`config.mk`:
```
export PLATFORM = sky130hd
export DESIGN_NAME = wb_arbiter
export DESIGN_NICKNAME = d
export VERILOG_FILES = /design/src/rtl/wb_arbiter_pkg.sv /design/src/rtl/wb_arbiter_rr_pick.sv /design/src/rtl/wb_arbiter.sv
export SDC_FILE = /design/constraint.sdc
export NUM_CORES = 1
export LEC_CHECK = 0
export BUFFER_PORTS_ARGS = -buffer_cell sky130_fd_sc_hd__buf_2
export CAP_MARGIN = 25
export CELL_PAD_IN_SITES_DETAIL_PLACEMENT = 0
export CELL_PAD_IN_SITES_GLOBAL_PLACEMENT = 1
export CORE_UTILIZATION = 28
export DETAILED_ROUTE_END_ITERATION = 8
export PLACE_DENSITY_LB_ADDON = 0.15
export SLEW_MARGIN = 20
export SYNTH_ARGS = -nofsm -noshare
export SYNTH_HDL_FRONTEND = slang
export SYNTH_HIERARCHICAL = 1
export SYNTH_SLANG_ARGS = --single-unit
export TNS_END_PERCENT = 5
```
`constraint.sdc`:
```
create_clock -name clk -period 3.5 [get_ports clk]
set_clock_uncertainty 0.15 [all_clocks]
set_input_delay 0.7 -clock clk [delete_from_list [all_inputs] [get_ports clk]]
set_output_delay 0.7 -clock clk [all_outputs]
set_load 0.02 [all_outputs]
```
`src/rtl/wb_arbiter_pkg.sv`:
```
// Shared constants for the register-file writeback arbiter.
// Source indices name the fixed producers wired to the arbiter's request ports.
package wb_arbiter_pkg;

  // Fixed writeback producer slots; lower index wins under fixed priority
  localparam int WB_SRC_ALU = 0;
  localparam int WB_SRC_LSU = 1;
  localparam int WB_SRC_CSR = 2;

  // Default geometry matching the core's register file
  localparam int WB_N_SRC_DEFAULT  = 3;
  localparam int WB_ADDR_W_DEFAULT = 5;
  localparam int WB_DATA_W_DEFAULT = 32;

  // Width of grant_id and of the round-robin pointer (covers up to 8 sources)
  localparam int WB_IDX_W = 3;

  // Advance a source index by one, wrapping at n_src-1 back to zero
  function automatic logic [WB_IDX_W-1:0] wb_next_idx(
    input logic [WB_IDX_W-1:0] idx,
    input int                  n_src
  );
    if (idx == WB_IDX_W'(n_src - 1)) begin
      return '0;
    end
    return idx + WB_IDX_W'(1);
  endfunction

endpackage

```
`src/rtl/wb_arbiter_rr_pick.sv`:
```
// Combinational N-way picker for the writeback arbiter.
// Searches req starting at ptr and wrapping, returning the first hit as a
// one-hot grant plus its encoded index. With ptr tied to zero this is a plain
// lowest-index-wins priority picker.
module wb_arbiter_rr_pick
  import wb_arbiter_pkg::*;
#(
  parameter int N     = WB_N_SRC_DEFAULT,
  parameter int IDX_W = WB_IDX_W
) (
  input  logic [N-1:0]     req,
  input  logic [IDX_W-1:0] ptr,
  output logic [N-1:0]     grant,
  output logic [IDX_W-1:0] grant_idx,
  output logic             any
);

  logic             hi_found;
  logic             lo_found;
  logic [IDX_W-1:0] hi_idx;
  logic [IDX_W-1:0] lo_idx;

  // First requester at or above ptr wins; otherwise wrap to the lowest requester
  always_comb begin
    hi_found = 1'b0;
    lo_found = 1'b0;
    hi_idx   = '0;
    lo_idx   = '0;
    for (int i = 0; i < N; i++) begin
      if (req[i] && !hi_found && (IDX_W'(i) >= ptr)) begin
        hi_found = 1'b1;
        hi_idx   = IDX_W'(i);
      end
      if (req[i] && !lo_found) begin
        lo_found = 1'b1;
        lo_idx   = IDX_W'(i);
      end
    end
    any       = hi_found | lo_found;
    grant_idx = hi_found ? hi_idx : lo_idx;
    grant     = any ? (N'(1) << grant_idx) : '0;
  end

endmodule

```
`src/rtl/wb_arbiter.sv`:
```
// Register-file writeback arbiter: shares the single regfile write port among
// N_SRC valid/ready producers (ALU, load unit, CSR unit). One request is
// accepted per cycle and registered onto wr_addr/wr_data/wr_enable, so a
// transfer at posedge N is committed by the regfile at posedge N+1.
// Writes to x0 are accepted but discarded, flagged by a one-cycle x0_drop.
// Build option: define WB_RR_EN for round-robin arbitration; otherwise the
// lowest source index always wins and no pointer register is built.
module wb_arbiter
  import wb_arbiter_pkg::*;
#(
  parameter int N_SRC  = WB_N_SRC_DEFAULT,
  parameter int ADDR_W = WB_ADDR_W_DEFAULT,
  parameter int DATA_W = WB_DATA_W_DEFAULT
) (
  input  logic                    clk,
  input  logic                    reset,
  input  logic [N_SRC-1:0]        src_valid,
  output logic [N_SRC-1:0]        src_ready,
  input  logic [N_SRC*ADDR_W-1:0] src_addr,
  input  logic [N_SRC*DATA_W-1:0] src_data,
  input  logic                    wb_stall,
  output logic [ADDR_W-1:0]       wr_addr,
  output logic [DATA_W-1:0]       wr_data,
  output logic                    wr_enable,
  output logic [WB_IDX_W-1:0]     grant_id,
  output logic                    x0_drop
);

  logic [N_SRC-1:0]    pick_req;
  logic [N_SRC-1:0]    pick_grant;
  logic [WB_IDX_W-1:0] win_idx;
  logic                xfer;
  logic [WB_IDX_W-1:0] rr_ptr;
  logic [ADDR_W-1:0]   win_addr;
  logic [DATA_W-1:0]   win_data;

  // Nothing may be granted during reset or stall, so the picker sees no requests
  assign pick_req  = (reset || wb_stall) ? '0 : src_valid;
  assign src_ready = pick_grant;

  wb_arbiter_rr_pick #(
    .N     (N_SRC),
    .IDX_W (WB_IDX_W)
  ) u_pick (
    .req       (pick_req),
    .ptr       (rr_ptr),
    .grant     (pick_grant),
    .grant_idx (win_idx),
    .any       (xfer)
  );

  // Select the winning source's address and data from the packed request buses
  always_comb begin
    win_addr = '0;
    win_data = '0;
    for (int i = 0; i < N_SRC; i++) begin
      if (pick_grant[i]) begin
        win_addr = src_addr[i*ADDR_W +: ADDR_W];
        win_data = src_data[i*DATA_W +: DATA_W];
      end
    end
  end

`ifdef WB_RR_EN
  // Rotate the search start to just past the winner after every transfer
  always_ff @(posedge clk) begin
    if (reset) begin
      rr_ptr <= '0;
    end else if (xfer) begin
      rr_ptr <= wb_next_idx(win_idx, N_SRC);
    end
  end
`else
  assign rr_ptr = '0;
`endif

  // Register the accepted write; x0 targets are consumed without a regfile write
  always_ff @(posedge clk) begin
    if (reset) begin
      wr_enable <= 1'b0;
      wr_addr   <= '0;
      wr_data   <= '0;
      grant_id  <= '0;
      x0_drop   <= 1'b0;
    end else if (xfer) begin
      grant_id <= win_idx;
      if (win_addr != '0) begin
        wr_enable <= 1'b1;
        wr_addr   <= win_addr;
        wr_data   <= win_data;
        x0_drop   <= 1'b0;
      end else begin
        wr_enable <= 1'b0;
        x0_drop   <= 1'b1;
      end
    end else begin
      wr_enable <= 1'b0;
      x0_drop   <= 1'b0;
    end
  end

endmodule

```
# == Word level (Yosys, flattened, before mapping) ==
# Cells that the tools add are included.
# classes
addsub,0
multipliers,0
div_mod_pow,0
n_lt_le_gt_ge,0
eq_ne,0
n_shift,1
muxes,15
bitwise_logic,1
reduce_logical,8
# ops
cell,n
32-bit two-way mux,3
5-bit two-way mux,3
1-bit two-way mux,6
3-bit two-way mux,2
5-bit nonzero test,1
1-bit by 2-bit left shift with 3-bit output (first input constant),1
1-bit logical AND,2
1-bit zero test,2
2-bit two-way mux,1
2-bit AND reduction,1
2-bit OR reduction,1
1-bit logical OR,1
1-bit NOT,1
# totals
regBits,42
latch_bits,0
mem_bits_rw,0
rom_bits,0
input_bits,117
out_inout_bits,45
word_cells,30
n_memories,0

# == Depth between registers and ports, before layout ==
# depth
word_depth,16
depth_mapped,12
ltp_nobuf,9

# == Cells and area by module ==
# The synthesis kept the hierarchy.
# modules_own_cells
module,n_inst,cells_each,area_each_um2,seq_area_each_um2
wb_arbiter,1,249,2160.8,840.8
wb_arbiter_rr_pick,1,16,121.4,0.0

# == Worst setup path after synthesis ==
# OpenSTA, ideal clock, no wires.
# synth_path
path_kind,input -> register
startpoint,in reset
endpoint,reg wr_data[20]
setup_ps,117
arrival_time_ps,2872
required_time_ps,3233
slack_ps,361
stages,12
n_path_buf,3
path_cell_list,clkbuf_1 -> nor2_1 -> and2_1 -> nor2_1 -> o31a_1 -> buf_2 -> a21oi_1 -> a2bb2oi_2 -> nor2_2 -> a31o_4 -> buf_6 -> a22o_1
# synth_between
elab_cells_between_ends,21
cone_classes,shift (1); mux (13); reduce/logical (7)
# synth_rtl
item,line_no,text
from (decl),wb_arbiter.sv:16,"input logic reset,"
1-bit logical OR *,wb_arbiter.sv:38,assign pick_req = (reset || wb_stall) ? '0 : src_valid;
3-bit two-way mux *,wb_arbiter.sv:38,
net pick_req[1],wb_arbiter.sv:29,logic [N_SRC-1:0] pick_req;
1-bit logical AND *,"wb_arbiter_rr_pick.sv:30, wb_arbiter_rr_pick.sv:34",
1-bit two-way mux,"wb_arbiter_rr_pick.sv:30, wb_arbiter_rr_pick.sv:34",
1-bit zero test,"wb_arbiter_rr_pick.sv:30, wb_arbiter_rr_pick.sv:34",
1-bit logical AND,"wb_arbiter_rr_pick.sv:30, wb_arbiter_rr_pick.sv:34",
2-bit two-way mux,"wb_arbiter_rr_pick.sv:30, wb_arbiter_rr_pick.sv:34",
1-bit by 2-bit left shift with 3-bit output,wb_arbiter_rr_pick.sv:41,grant = any ? (N'(1) << grant_idx) : '0;
3-bit two-way mux *,wb_arbiter_rr_pick.sv:41,
net src_ready[2],wb_arbiter.sv:18,"output logic [N_SRC-1:0] src_ready,"
5-bit two-way mux,wb_arbiter.sv:57,if (pick_grant[i]) begin
5-bit nonzero test,wb_arbiter.sv:87,if (win_addr != '0) begin
2-bit AND reduction (no source line),--,
to (signal assigned),wb_arbiter.sv:90,wr_data <= win_data;
to (decl),wb_arbiter.sv:23,"output logic [DATA_W-1:0] wr_data,"
# The timed path passes the listed nets; every way through them passes the cells marked *.
# A chain may end at the register's enable or synchronous reset.

# == Worst setup path after layout ==
# layout_path
startpoint,in reset
endpoint,reg wr_data[12]
# layout_between
elab_cells_between_ends,21
cone_classes,shift (1); mux (13); reduce/logical (7)
# layout_rtl
item,line_no
1-bit logical OR *,wb_arbiter.sv:38
3-bit two-way mux *,wb_arbiter.sv:38
net pick_req[1],wb_arbiter.sv:29
1-bit logical AND *,"wb_arbiter_rr_pick.sv:30, wb_arbiter_rr_pick.sv:34"
1-bit two-way mux,"wb_arbiter_rr_pick.sv:30, wb_arbiter_rr_pick.sv:34"
1-bit zero test,"wb_arbiter_rr_pick.sv:30, wb_arbiter_rr_pick.sv:34"
1-bit logical AND,"wb_arbiter_rr_pick.sv:30, wb_arbiter_rr_pick.sv:34"
2-bit two-way mux,"wb_arbiter_rr_pick.sv:30, wb_arbiter_rr_pick.sv:34"
1-bit by 2-bit left shift with 3-bit output,wb_arbiter_rr_pick.sv:41
3-bit two-way mux,wb_arbiter_rr_pick.sv:41
5-bit two-way mux (3 in a row),wb_arbiter.sv:57
5-bit nonzero test,wb_arbiter.sv:87
2-bit AND reduction (no source line),--
# Marked as above.

==> results_dict.tcl <==
set metrics [dict create \
    dieArea_um2 8520 \
    max_slew.worst_pin.slew_ns 0.826 \
    cts_tree "yes" \
    async_flop_share_pct 0 \
    cts_resized 0 \
    finalCritPeriodShare_pct 88.3 \
    worstPathArrival_ns 3.17 \
    yosys.area_share.adder_pct 0 \
    p_total_w 0.00115 \
    cpMaxStageDelayCell "a31o_4" \
    synthMuxAreaShare_pct 1.32 \
    cp-start-kind "primary input" \
    cp-end-kind "flop" \
    finalMaxSlewViolations 0 \
    clk_pin_slew_ns 0.08 \
    ys_top_cells_by_area "dfxtp_1 37%, a22o_1 12%, a22oi_1 10%, o21ai_0 6.8%, nand2_1 6.6%" \
    drive_gt1_share_pct 43.8 \
    yosys_warnings 6 \
    core-area_um2 7810 \
    die_x_um 92.3 \
    maxClockFrequency_mhz 324 \
    setup_tns_ns 0 \
    synth_top_family_by_area "compound AO/OA/AOI/OAI gates" \
    yosys.area.top_type "dfxtp_1" \
    hp-class "reg -> reg" \
    grt_max_degree 38 \
    wl_um 7300 \
    holdBufCountCts 0 \
    setup_viol 0 \
    rows 32 \
    htree_levels 2 \
    antenna_found_initial 0 \
    drv_cap 0 \
    design_area_um2 3320 \
    die_y_um 92.3 \
    track_usage_pct 17.5 \
    grt_setup_unrepaired "false" \
    portBuffers 161 \
    clockRootBuffer "clkbuf_8" \
    crit_chain "buf_2, nor2_1, and2_1, nor2_1, o31a_2, buf_4, a21oi_1, a2bb2oi_2, nor2_2, a31o_4, a22o_1" \
    whs_ns 0.329 \
    p_leak_nw 1.54 \
    finalHoldViolCount 0 \
    vias 2581 \
    slowest_delay_ns 0.45 \
    crit_required_ns 3.58 \
    grt_pass1_vias 2387 \
    status "finished clean" \
    drc 0 \
    grt.overflow.total 0 \
    drt-pass1-iter-count 4 \
    cts.path.max_buffers 2 \
    dpl_cell_area_um2 3210 \
    synthXorXnorAreaFrac_pct 0 \
    finalWeightedCongestion 0.788 \
    ant_nets 0 \
    grt_pass1_wl_um 11700 \
    cts.sinks 42 \
    cpMostUsedCell "nor2_1" \
    synth_common_cells "42 x dfxtp_1, 40 x nand2_1, 31 x a22o_1, 31 x a22oi_1, 31 x o21ai_0" \
    synth_compound_gate_area_share_pct 41.0 \
    drt-vias-per-instance 4.83 \
    yosys_register_bits 42 \
    synthSimpleGateAreaFrac_pct 14.2 \
    wl_per_cell_um 13.7 \
    synth_most_common_cell "dfxtp_1" \
    synth_edf_count 0 \
    whs_path_depth 1 \
    nets 548 \
    initial_core_util_pct 29.2 \
    max_slew_margin_pct 44.8 \
    syn_to_final_growth_pct 45.4 \
    ys.flop_type "dfxtp_1" \
    avgSynthCellArea_um2 8.61 \
    numCtsBuffers 5 \
    min_period_ns 3.09 \
    dp_hpwl_um 5660 \
    ios 162 \
    utilization_pct 42.5 \
    pwr_density_cell_nw_per_um2 347 \
    ir_drop_v 0.000147 \
    synth_top_area_share_pct 36.8 \
    syn-cell-area_um2 2280 \
    r2r_cells 2 \
    worstSetupPathType "in -> reg" \
    clock_latency_ns 0.29 \
    post_cts_buffers 0 \
    cp_max_fo 37 \
    diodes 0 \
    ys_seq_area_share_pct 36.8 \
    drtIter0Drc 87 \
    postSynthCellCount 265 \
    ys_types 37 \
]
[cell usage in the layout, fill, tap and decap left out, drive strengths merged, types with 7 or more instances in the layout]
cell	count
a22o	31
o21ai	33
buf	169
nand2	40
dfxtp	42
a21oi	10
a22oi	31
clkbuf	7
nor2	9
conb	17
[flip-flops by register name, summed over array words and instances, names as in the netlist]
name       count
wr_data       32
x0_drop        1
grant_id       3
wr_enable      1
wr_addr        5
[final timing paths]
kind,from,end,slack (ns)
worst max-delay path,reset,wr_data[12],0.41
worst min-delay path,wr_data[26],wr_data[26],0.33
worst max register to register,wr_addr[3],wr_addr[3],2.59
worst min register to register,wr_data[26],wr_data[26],0.33
[layout make-up]
cell class              count  area, µm²
flip-flops and latches     42        841
clock buffers               7       76.3
multi-input cells         210       1370
clock inverters             1       30.0
repair buffers            169        866
inverters                   3       11.3
well taps                 102        128
fillers                   830       4490
[through the flow]
step | std cells | setup slack [ns]
final | 534 | 0.409
after global routing | 534 | 0.193
after CTS | 534 | 0.381
after detailed placement | 526 | 0.0945
after global placement | 526 | 0.169
after floorplan | 280 | 0.361
[power breakdown]
group	total [W]	switching (W)	internal, W
logic	0.000269	0.000154	0.000115
clock network	0.000374	0.000160	0.000214
registers	0.000507	0.0000101	0.000497
[metal layers]
metal | track usage (%) | part of all wire [%] | up-vias
met3 | 4.31 | 7.1 | 5
met4 | 4.30 | 0.81 | 0
met2 | 29.4 | 49 | 106
met1 | 22.4 | 44 | 1153
met5 | 0 | 0 | -
li1 | - | - | 1317
[cell families (layout without fill, tap and decap cells)]
| family | after synthesis | count (layout) |
|---|---|---|
| and+or+nand+nor | 66 | 66 |
| DFF | 42 | 42 |
| buffers and inverters | 28 | 180 |
| other | 2 | 17 |
| AOI/OAI and AO/OA | 124 | 124 |
| muxes | 3 | 3 |
[worst max-delay path: cells and delay by family]
family                 cells  cell delay, ns
AO/OA/AOI/OAI              5            1.38
AND/OR/NAND/NOR            4            0.71
buffers and inverters      2            0.36
No activity file was read; power rests on OpenSTA's default activity.
